## src/rtl/pll_rst_pkg.sv

```systemverilog
// Shared definitions for the PLL reset sequencer: state encodings, default timing
// constants and the qualification counter width helper.
package pll_rst_pkg;

  typedef enum logic [1:0] {
    WAIT_LOCK = 2'd0,
    STABLE    = 2'd1,
    HOLD      = 2'd2,
    RUN       = 2'd3
  } state_t;

  localparam int unsigned DEF_STABLE_CYCLES = 4096;
  localparam int unsigned DEF_HOLD_CYCLES   = 16;
  localparam int unsigned DEF_CNT_W         = 8;

  // One counter serves both STABLE and HOLD, so size it for the longer of the two.
  function automatic int unsigned cnt_width(input int unsigned a, input int unsigned b);
    int unsigned m;
    m = (a > b) ? a : b;
    return $clog2(m + 1);
  endfunction

endpackage

```

## src/rtl/sync_2ff.sv

```systemverilog
// Generic two-flop synchroniser for asynchronous level inputs; both stages
// reset to 0 so a fresh reset never reports a stale high.
module sync_2ff #(
  parameter int unsigned WIDTH = 1
) (
  input  logic             clk,
  input  logic             rst_n,
  input  logic [WIDTH-1:0] i_d,
  output logic [WIDTH-1:0] o_q
);

  logic [WIDTH-1:0] r_meta;
  logic [WIDTH-1:0] r_sync;

  // NOTE: non-blocking assignments keep this a true two-stage chain; blocking
  // ones would let r_sync see the new r_meta in the same edge and collapse it.
  always_ff @(posedge clk or negedge rst_n) begin
    if (!rst_n) begin
      r_meta <= '0;
      r_sync <= '0;
    end else begin
      r_meta <= i_d;
      r_sync <= r_meta;
    end
  end

  assign o_q = r_sync;

endmodule

```

## src/rtl/pll_reset_seq.sv

```systemverilog
// Reset sequencer behind the PLL: qualifies a continuously stable lock, holds
// system reset for a fixed time, then releases it and counts lock losses in RUN.
module pll_reset_seq
  import pll_rst_pkg::*;
#(
  parameter int unsigned STABLE_CYCLES = DEF_STABLE_CYCLES,
  parameter int unsigned HOLD_CYCLES   = DEF_HOLD_CYCLES,
  parameter int unsigned CNT_W         = DEF_CNT_W
) (
  input  logic             clk_in,
  input  logic             rst_n,
  input  logic             pll_locked,
  input  logic             lock_loss_clr,
  output logic             sys_rst_n,
  output logic             ready,
  output logic [CNT_W-1:0] lock_loss_cnt
);

  localparam int unsigned   CW        = cnt_width(STABLE_CYCLES, HOLD_CYCLES);
  localparam logic [CW-1:0] STABLE_TC = CW'(STABLE_CYCLES - 1);
  localparam logic [CW-1:0] HOLD_TC   = CW'(HOLD_CYCLES - 1);
  localparam logic [CW-1:0] CNT_ONE   = CW'(1);

  logic              w_locked_s;
  logic              w_run_loss;
  state_t            r_state;
  logic [CW-1:0]     r_cnt;
  logic              r_sys_rst_n;
  logic              r_ready;
  logic [CNT_W-1:0]  r_loss_cnt;

  sync_2ff #(
    .WIDTH (1)
  ) u_lock_sync (
    .clk   (clk_in),
    .rst_n (rst_n),
    .i_d   (pll_locked),
    .o_q   (w_locked_s)
  );

  // Outputs are written alongside the state transition into or out of RUN, so
  // they always equal (next_state == RUN) registered, with no decode glitches.
  always_ff @(posedge clk_in or negedge rst_n) begin
    if (!rst_n) begin
      r_state     <= WAIT_LOCK;
      r_cnt       <= '0;
      r_sys_rst_n <= 1'b0;
      r_ready     <= 1'b0;
    end else begin
      case (r_state)
        WAIT_LOCK: begin
          if (w_locked_s) begin
            r_state <= STABLE;
            r_cnt   <= '0;
          end
        end
        STABLE: begin
          if (!w_locked_s) begin
            r_state <= WAIT_LOCK;
            r_cnt   <= '0;
          end else if (r_cnt == STABLE_TC) begin
            r_state <= HOLD;
            r_cnt   <= '0;
          end else begin
            r_cnt <= r_cnt + CNT_ONE;
          end
        end
        HOLD: begin
          if (!w_locked_s) begin
            r_state <= WAIT_LOCK;
            r_cnt   <= '0;
          end else if (r_cnt == HOLD_TC) begin
            r_state     <= RUN;
            r_cnt       <= '0;
            r_sys_rst_n <= 1'b1;
            r_ready     <= 1'b1;
          end else begin
            r_cnt <= r_cnt + CNT_ONE;
          end
        end
        RUN: begin
          if (!w_locked_s) begin
            r_state     <= WAIT_LOCK;
            r_cnt       <= '0;
            r_sys_rst_n <= 1'b0;
            r_ready     <= 1'b0;
          end
        end
        default: begin
          r_state <= WAIT_LOCK;
          r_cnt   <= '0;
        end
      endcase
    end
  end

  // Only a loss seen while running is counted; losses during qualification are not.
  assign w_run_loss = (r_state == RUN) && !w_locked_s;

  // Clear takes priority, then the same-cycle loss is counted on top of zero.
  always_ff @(posedge clk_in or negedge rst_n) begin
    if (!rst_n) begin
      r_loss_cnt <= '0;
    end else if (lock_loss_clr) begin
      r_loss_cnt <= w_run_loss ? CNT_W'(1) : '0;
    end else if (w_run_loss && (r_loss_cnt != '1)) begin
      r_loss_cnt <= r_loss_cnt + CNT_W'(1);
    end
  end

  assign sys_rst_n     = r_sys_rst_n;
  assign ready         = r_ready;
  assign lock_loss_cnt = r_loss_cnt;

endmodule
```

## config.mk

```make
export PLATFORM = sky130hd
export DESIGN_NAME = pll_reset_seq
export DESIGN_NICKNAME = d
export VERILOG_FILES = /design/src/rtl/pll_rst_pkg.sv /design/src/rtl/sync_2ff.sv /design/src/rtl/pll_reset_seq.sv
export SDC_FILE = /design/constraint.sdc
export NUM_CORES = 1
export LEC_CHECK = 0
export ABC_AREA = 1
export CAP_MARGIN = 15
export CORE_MARGIN = 3
export CORE_UTILIZATION = 40
export DETAILED_ROUTE_END_ITERATION = 8
export GPL_TIMING_DRIVEN = 0
export PLACE_DENSITY = 0.66
export SLEW_MARGIN = 20
export SYNTH_ARGS = -nofsm -noshare
export SYNTH_HDL_FRONTEND = slang
export SYNTH_HIERARCHICAL = 1
export SYNTH_SLANG_ARGS = --single-unit
```

## constraint.sdc

```tcl
create_clock -name clk_in -period 1.4 [get_ports clk_in]
set_input_delay 0.28 -clock clk_in [delete_from_list [all_inputs] [get_ports clk_in]]
set_output_delay 0.28 -clock clk_in [all_outputs]
set_load 0.1 [all_outputs]
```

# Word level (Yosys, flattened, before mapping)
# Index checks and enable logic that the tools add are counted.
[op_classes]
addsub = 2
n_eq_ne = 12
muxes = 21
n_reduce_logical = 9
[op_table]
columns = ["cell", "n"]
rows = [
  ["2-to-1 mux 13 bit", 6],
  ["one-hot mux 13 bit (4 select lines)", 1],
  ["2-to-1 mux 8 bit", 2],
  ["adder 13 x 1 -> 13 bit (second input constant)", 1],
  ["== test 13 x 12 -> 1 bit (second input constant)", 1],
  ["== test 13 x 4 -> 1 bit (second input constant)", 1],
  ["2-to-1 mux 2 bit", 6],
  ["adder 8 x 1 -> 8 bit (second input constant)", 1],
  ["!= test 8 bit (second input constant)", 1],
  ["one-hot mux 2 bit (4 select lines)", 1],
  ["AND reduction 4 bit", 2],
  ["!= test 3 bit (second input constant)", 2],
  ["== test 2 bit (second input constant)", 2],
  ["2-to-1 mux 1 bit", 4],
  ["!= test 2 x 1 -> 1 bit (second input constant)", 2],
  ["!= test 2 bit (second input constant)", 2],
  ["nonzero test 2 bit", 2],
  ["== test 2 x 1 -> 1 bit (second input constant)", 1],
  ["logical AND 1 bit", 2],
  ["logical NOT 2 bit", 1],
  ["one-hot mux 1 bit (2 select lines)", 1],
  ["AND reduction 2 bit", 1],
  ["logical NOT 1 bit", 1],
]
[word_totals]
ff_bits = 26

# Depth between registers and ports, before layout
# Gate-level depths: netlist of the first run.
[depth]
depth_word = 5
depth_mapped = 9
depth_no_buf = 9

# By module
# Netlist of the first run, hierarchy kept.
[modules_own_cells]
columns = ["mod", "instances", "cells_each", "area_each_um2", "seq_area_each_um2"]
rows = [
  ["pll_reset_seq", 1, 204, 1580.3, 600.6],
  ["sync_2ff", 1, 2, 50.0, 50.0],
]

# Worst setup path before layout of the first run
# No wires, ideal clock.
[synth_path]
path_kind = "flip-flop to flip-flop"
startpoint = "reg r_loss_cnt[1] (netlist: lock_loss_cnt[1])"
endpoint = "reg r_loss_cnt[7] (netlist: lock_loss_cnt[7])"
arrival_time_ns = 2.029
slack_ns = -0.703
stages_incl_launch_ff = 10
n_path_buf = 0
path_cell_list = "dfrtp_1 -> ha_1 -> nand2_1 -> nor3_4 -> nand2_1 -> nand2_2 -> nand2_4 -> clkinv_4 -> nand2_1 -> o21ai_2"
[synth_between]
elab_chain_len = 3
[synth_lines]
columns = ["item", "line", "source"]
rows = [
  ["start: declaration", "pll_reset_seq.sv:30", "logic [CNT_W-1:0] r_loss_cnt;"],
  ["start signal: assignment", "pll_reset_seq.sv:105", "r_loss_cnt <= w_run_loss ? CNT_W'(1) : '0;"],
  ["start signal: assignment", "pll_reset_seq.sv:107", "r_loss_cnt <= r_loss_cnt + CNT_W'(1);"],
  ["adder 8 x 1 -> 8 bit or != test 8 bit (tied branches)", "pll_reset_seq.sv:107, pll_reset_seq.sv:106", ""],
  ["2-to-1 mux 8 bit or logical AND 1 bit (tied branches)", "pll_reset_seq.sv:106", "end else if (w_run_loss && (r_loss_cnt != '1)) begin"],
  ["2-to-1 mux 8 bit or nonzero test 2 bit (tied branches)", "--", ""],
]
# Several ways; a longest one is shown, not always the timed one. The select of a mux whose other input is x is not followed.
# A chain may end at the register's enable or synchronous reset.

# Worst setup path in the final report of the first run
[layout_path]
startpoint = "reg r_state[0]"
endpoint = "reg r_cnt[6]"
[layout_between]
elab_chain_len = 3
[layout_lines]
columns = ["item", "line", "source"]
rows = [
  ["start: declaration", "pll_reset_seq.sv:26", "state_t r_state;"],
  ["start signal: assignment", "pll_reset_seq.sv:45", "r_state <= WAIT_LOCK;"],
  ["start signal: assignment", "pll_reset_seq.sv:53", "r_state <= STABLE;"],
  ["start signal: assignment", "pll_reset_seq.sv:59", "r_state <= WAIT_LOCK;"],
  ["== test 2 bit or logical NOT 2 bit (tied branches)", "pll_reset_seq.sv:50", "case (r_state)"],
  ["!= test 2 bit (no line) or != test 2 x 1 -> 1 bit (tied branches)", "--", ""],
  ["AND reduction 2 bit (no line)", "--", ""],
  ["end signal: assignment", "pll_reset_seq.sv:65", "r_cnt <= r_cnt + CNT_ONE;"],
  ["end signal: assignment", "pll_reset_seq.sv:78", "r_cnt <= r_cnt + CNT_ONE;"],
  ["end: declaration", "pll_reset_seq.sv:27", "logic [CW-1:0] r_cnt;"],
]
# Several ways; a longest one is shown, not always the timed one.

==> out/metrics.yaml, run 1 <==
outcome: "finished, violations left"
violations: "setup timing"
grt_max_degree: 27
place.gp.congestion: 0.829
switchingPower_w: 0.000982
met1_usage_pct: 20.2
pre_cts_ws_ns: -0.453
diodes: 0
drc: 0
die_area_sq_um: 4880
post_synth_xor_area_fraction_pct: 3.76
synthSimpleGateAreaFrac_pct: 35.8
path_clk_slew_ns: 0.10
io_pins: 14
cpMaxStageDelayCell: "dfrtp_1"
synth_compound_area_share_pct: 9.29
grt_first_pass_wirelength_um: 6300
firstDrtPassIters: 4
setup_slack_ns: -0.0739
max_slew.worst_pin.slew_ns: 0.610
cts_max_path_buffers: 2
postLayoutCellArea_sq_um: 2310
grt_use_total_pct: 15.7
rows: 22
post_dp_cell_area_sq_um: 1870
critPathRequiredTime_ns: 1.60
multi_input_area_sq_um: 1100
ys_seq_elements: 26
switching_share_pct: 36.8
synth_fa_ha_area_share_pct: 5.37
cts-root-buf: "clkbuf_8"
synth_top_family_by_area: "simple AND/OR/NAND/NOR gates"
fin_nets: 259
cp-end-kind: "flip-flop"
yosys_warnings: 6
synth_seq_area_share_pct: 39.9
cts_tree: "yes"
register_area_sq_um: 679
finClkSkew_ns: 0.0123
fillers: 321
pwr-share-clk_pct: 24.1
seqPwrFrac_pct: 32.9
ctsHoldBuffers: 0
port_buffers: 13
maxSlewHeadroom_pct: 59.3
internal-power_w: 0.00169
place_inst: 267
die_h_um: 69.8
via_per_inst: 4.94
cp_cell_sequence: "inv_2 -> ha_4 -> o21ai_4 -> buf_6 -> nand2_4 -> nor2_4 -> o21ai_2 -> a21oi_4"
yosysUniqueCellTypes: 31
cp.arrival_ns: 1.68
cp_max_fo: 4
initial_core_util_pct: 42.9
synth_area_sq_um: 1630
synth_nets: 217
report.final.slew_viol_count: 0
hpwlAfterDp_um: 2220
busiest_layer: "met2"
max_stage_delay_ns: 0.43
use_met3_pct: 3.62
setup_viol_count_final: 14
syn_inst: 206
start_kind: "flip-flop"
power_frac_comb_pct: 43.1
ir_worst_vdd_uv: 998
routed-via-count: 1456
overflow: 0
clock.fmax_ghz: 0.678
clk_latency_ns: 0.28
cts_buffers: 3
cts.sinks: 26
rsz0062_at_grt: "true"
ant_nets: 0
fin_crit_ns: 1.47
finalHoldViolCount: 0
grtUsageMet2_pct: 26.7
antenna_found_initial: 0
fin_crit_sh_pct: 105
core-area_sq_um: 3800
first_iter_violations: 65
syn_avg_cell_area_sq_um: 7.91
leakagePower_nw: 1.08
grt_pass1_vias: 1350
max-cap-violations: 0
drive_gt1_share_pct: 47.4
powerDensity_nw_per_um2: 1150
syn_to_final_growth_pct: 41.9
muxShareOfSynthArea_pct: 0
cts_max_level: 1
p_total_w: 0.00267
final_cells: 295
holdCritPathClass: "in2async"
fp.dieW_um: 69.8
routed_wl_um: 3780
wl_per_cell_um: 12.8
path_class: "reg2reg"
==> power groups by stage <==
stage / Clock (W) / Combinational (W) / Sequential [W]
global route: 0.000691 / 0.00124 / 0.000890
finish: 0.000642 / 0.00115 / 0.000878
global placement: 0 / 0.000669 / 0.000880
CTS: 0.000658 / 0.00100 / 0.000868
floorplan: 0 / 0.000474 / 0.000928
detailed placement: 0 / 0.000679 / 0.000883
==> cell type report <==
cell class	count	share of cell area, %
Timing Repair inverter	1	0.487
Clock inverter	1	1.30
Tap cell	48	2.60
Clock buffer	3	1.78
Multi-Input combinational cell	158	47.4
Buffer	1	0.324
Timing Repair Buffer	37	12.7
Sequential cell	26	29.4
Inverter	20	4.06
==> stage by stage <==
step	hold slack, ns	setup TNS [ns]	utilization (%)
final	0.000896	-0.303	60.9
after global routing	0.0348	-1.93	60.9
after CTS	0.0151	-0.292	55.6
after floorplan	-0.0156	-1.13	-
after global placement	0.333	-17.25	49.5
after detailed placement	0.328	-7.25	49.3
==> placed cells by master, fill, tap and decap left out, types with 5 or more instances in the layout <==
cell type,n
dfrtp_4,6
nand2_2,17
nor2_1,17
dfrtp_2,5
nand2_4,6
inv_1,11
xor2_1,5
nand2_1,44
nand3_1,12
a21oi_2,7
dfrtp_1,15
buf_4,30
inv_2,5
==> cells in the mapped netlist <==
cell	count	area, sq um
nand3_2	1	10.0
o21ai_2	3	26.3
dfrtp_1	26	651
or2_1	1	6.26
o21ai_0	2	10.0
xnor2_1	2	17.5
nand2_1	61	229
nand4_1	3	18.8
nor2_4	2	22.5
o22ai_1	1	6.26
buf_4	2	15.0
o21bai_1	1	7.51
nor2_1	20	75.1
nor2_2	1	6.26
or2_2	1	6.26
nor3_4	1	16.3
ha_1	7	87.6
o21ai_1	4	20.0
nand3b_1	3	22.5
nor3_2	1	10.0
a21oi_1	4	20.0
xor2_1	5	43.8
a21oi_2	7	61.3
clkinv_1	1	3.75
nand3_1	15	75.1
nor3_1	3	15.0
inv_1	14	52.6
clkinv_4	1	8.76
nand2_2	6	37.5
nand2_4	3	33.8
inv_2	4	15.0
==> flip-flops by register name (all words and copies together), names as in the netlist <==
register	flops
r_state	2
lock_loss_cnt	8
ready	1
r_cnt	13
u_lock_sync/o_q	1
u_lock_sync/r_meta	1
==> final timing paths <==
| path | slack, ns | from | endpoint | cells past startpoint |
|---|---|---|---|---|
| max | -0.07 | r_state[0] | r_cnt[6] | 8 |
| min reg2reg | 0.39 | u_lock_sync/r_meta | u_lock_sync/o_q | 0 |
| min | 0.0009 | rst_n | lock_loss_cnt[0] | 1 |
| max in group asynchronous | 0.94 | rst_n | lock_loss_cnt[1] | 1 |
| max reg2reg | -0.07 | r_state[0] | r_cnt[6] | 8 |
| min in group clk_in | 0.39 | u_lock_sync/r_meta | u_lock_sync/o_q | 0 |
==> per-layer routing <==
| metal | vias to the layer above | part of all wire [%] |
|---|---|---|
| met1 | 691 | 45 |
| met3 | 2 | 2.4 |
| met2 | 16 | 52 |
| met5 | - | 0 |
| met4 | 0 | 0.72 |
| li1 | 747 | - |
==> cell families after synthesis <==
| kind of cell | Yosys count |
|---|---|
| AO/OA/AOI/OAI | 22 |
| XOR/XNOR | 7 |
| adder cells (fa/ha/maj) | 7 |
| buffers and inverters | 22 |
| flip-flops | 26 |
| AND/OR/NAND/NOR | 122 |
==> worst max-delay path, delay by kind of cell, from the launching register on <==
kind | cells | cell delay, ns
flops | 1 | 0.43
compound gates | 3 | 0.40
buf+inv | 2 | 0.24
fa+ha+maj | 1 | 0.17
simple gates | 2 | 0.16
==> timing repair <==
action,CTS,global route
endpoints found under the setup margin,27,24
pin swaps,6,15
resized for setup,77,40
buffers inserted,16,8
cloned,0,1
(Power assumes the default switching activity.)
==> run 2, diff against run 1 <==
--- a/config.mk
+++ b/config.mk
@@ -7,11 +7,13 @@
 export LEC_CHECK = 0
 export ABC_AREA = 1
 export CAP_MARGIN = 15
+export CORE_ASPECT_RATIO = 1.1
 export CORE_MARGIN = 3
-export CORE_UTILIZATION = 40
+export CORE_UTILIZATION = 51
 export DETAILED_ROUTE_END_ITERATION = 8
 export GPL_TIMING_DRIVEN = 0
-export PLACE_DENSITY = 0.66
+export PLACE_DENSITY = 0.8
+export SETUP_SLACK_MARGIN = 0.3
 export SLEW_MARGIN = 20
 export SYNTH_ARGS = -nofsm -noshare
 export SYNTH_HDL_FRONTEND = slang
==> run 2 against run 1 <==
Effect of this change: the flow still finishes with violations (setup timing); non-clock buffer count is 9 higher; first-iteration DRC count increased by 63%; highest routed layer unchanged; global-route usage is 8.3 points higher; critical endpoint is now r_cnt[9]; utilization increased by 25 points; power increased by 0.58%; sequential cell count unchanged; maximum frequency fell by 4.1%; largest power group unchanged; worst hold slack better by 0.37 ns; via count rose by 11%; combinational power up 11%; clock power fell by 15%; sequential power down 1%.
==> out/metrics.yaml, run 2 (synthesis results as in run 1) <==
outcome: "finished, violations left"
violations: "setup timing"
cp.arrival_ns: 1.78  # +0.10 ns
path_clk_slew_ns: 0.16  # +0.06 ns
fin_nets: 267  # +3.1%
first_iter_violations: 106  # +63%
wl_met2_um: 2490  # +27%
cp-end-kind: "flip-flop"
critPathRequiredTime_ns: 1.64  # +0.04 ns
powerDensity_nw_per_um2: 1080  # -6.2%
clock.fmax_ghz: 0.651  # -4.1%
drc: 0  # unchanged
initial_core_util_pct: 56.2  # +13 points
final_cells: 288  # -2.4%
maxSlewHeadroom_pct: 59.4  # about the same
rows: 20  # -9.1%
wl_met1_um: 1890  # +12%
setup_slack_ns: -0.136  # -0.0625 ns
cts_tree: "yes"
largest_register_ffs: 13  # unchanged
max-cap-violations: 0  # unchanged
cts.sinks: 26  # unchanged
clk_latency_ns: 0.35  # +0.07 ns
grt_pass1_vias: 1605  # +19%
die_area_sq_um: 3910  # -20%
place_inst: 252  # -5.6%
cp_max_fo: 6  # +2
max_slew.worst_pin.slew_ns: 0.610  # -0.000116 ns
ir_worst_vdd_uv: 1190  # +19%
start_kind: "flip-flop"
holdCritPathClass: "in2reg"
cts_max_level: 1  # unchanged
fin_crit_sh_pct: 110  # +4.5 points
p_total_w: 0.00269  # +0.58%
setup_viol_count_final: 16  # +2
regMostFlops: "r_cnt"
grt_max_degree: 27  # unchanged
finClkSkew_ns: 0.0179  # +0.00562 ns
overflow: 0  # unchanged
cts-root-buf: "clkbuf_4"
antenna_found_initial: 0  # unchanged
finalHoldViolCount: 0  # unchanged
core-area_sq_um: 2900  # -24%
ant_nets: 0  # unchanged
wl_per_cell_um: 16.3  # +27%
firstDrtPassIters: 5  # +1
port_buffers: 13  # unchanged
routed-via-count: 1610  # +11%
fp.dieW_um: 59.9  # -14%
rsz0062_at_grt: "true"
final_common_cell: "nand2_1"
die_h_um: 65.3  # -6.5%
dr_wl_met3_um: 160  # +76%
grt_use_total_pct: 24.0  # +8.3 points
postLayoutCellArea_sq_um: 2480  # +7.2%
final_cell_mix: "50 x nand2_1, 26 x buf_4, 15 x nor2_1"
grt_first_pass_wirelength_um: 7160  # +14%
post_dp_cell_area_sq_um: 1940  # +3.3%
routed_wl_um: 4690  # +24%
fin_setup_tns_ns: -1.36  # -1.05 ns
top_layer: "met4"
fin_crit_ns: 1.54  # +0.0625 ns
drive_gt1_share_pct: 49.4  # +2.0 points
syn_to_final_growth_pct: 52.1
hpwlAfterDp_um: 2500  # +13%
diodes: 0  # unchanged
cts_buffers: 3  # unchanged
io_pins: 14  # unchanged
via_per_inst: 5.59  # +13%
report.final.slew_viol_count: 0  # unchanged
place.gp.congestion: 0.849  # +2.5%
path_class: "reg2reg"
leakagePower_nw: 1.12  # +4.2%
cts_max_path_buffers: 2  # unchanged
## run 2: changes by cell type in the layout (fill, tap and decap cells not counted), moves of 3 or more
cell	change
buf_12	+11
nand2_1	+6
nand2_2	-5
buf_4	-4
clkbuf_4	+3
clkbuf_8	-3
inv_2	+3
nor2_2	+3
## run 2: routing by layer
| layer | track usage [%] | up-vias |
|---|---|---|
| met4 | 10.5 | 0 |
| met3 | 4.72 | 21 |
| li1 | - | 757 |
| met5 | 0 | - |
| met1 | 26.6 | 780 |
| met2 | 43.0 | 52 |
## run 2: what timing repair did
action,CTS,global route
resized for setup,104,24
pin swaps,12,15
hold endpoints to repair,26,0
endpoints found under the setup margin,34,34
hold buffers,1,0
buffers inserted,24,7
## run 2: cell type report
cell class / count / area [sq um]
clock buffer: 3 / 22.5
tap: 33 / 41.3
sequential: 26 / 683
timing repair buffer: 45 / 487
multi-input combinational: 158 / 1090
buffer: 2 / 35.0
fill: 129 / 423
inverter: 20 / 90.1
clock inverter: 1 / 30.0
## run 2: worst paths after layout
kind	slack, ns	cells after the start	to	from
setup / recovery	-0.14	8	r_cnt[9]	r_cnt[1]
hold / removal	0.37	1	u_lock_sync/r_meta	pll_locked
setup reg to reg	-0.14	8	r_cnt[9]	r_cnt[1]
hold reg to reg	0.38	0	u_lock_sync/o_q	u_lock_sync/r_meta
max in group asynchronous	0.48	2	ready	rst_n
min in group asynchronous	0.46	2	r_cnt[1]	rst_n
## run 2: per-stage QoR
stage | worst slack, ns | hold WS, ns | util (%)
6_report | -0.136 | 0.370 | 85.4
3_3_place_gp | -0.501 | 0.336 | 66.9
2_1_floorplan | -0.147 | -0.0156 | -
5_1_grt | -0.246 | 0.343 | 85.4
4_1_cts | -0.0593 | 0.364 | 80.7
3_5_place_dp | -0.506 | 0.323 | 66.7
## run 2: power breakdown
| group | leakage (nW) | switching [W] | internal [W] | total (W) |
|---|---|---|---|---|
| logic | 0.763 | 0.000719 | 0.000558 | 0.00128 |
| clock network | 0.0279 | 0.000253 | 0.000290 | 0.000543 |
| registers | 0.333 | 0.0000580 | 0.000809 | 0.000867 |
| total | 1.12 | 0.00103 | 0.00166 | 0.00269 |
## run 2: critical path, cell delays in order, from the launching register on
cell	delay, ns
dfrtp_1	0.43
buf_4	0.15
nand4_1	0.17
nor2_2	0.27
nand2_1	0.10
nand2_1	0.10
nand2_1	0.07
nand3_2	0.08
nand2_1	0.05
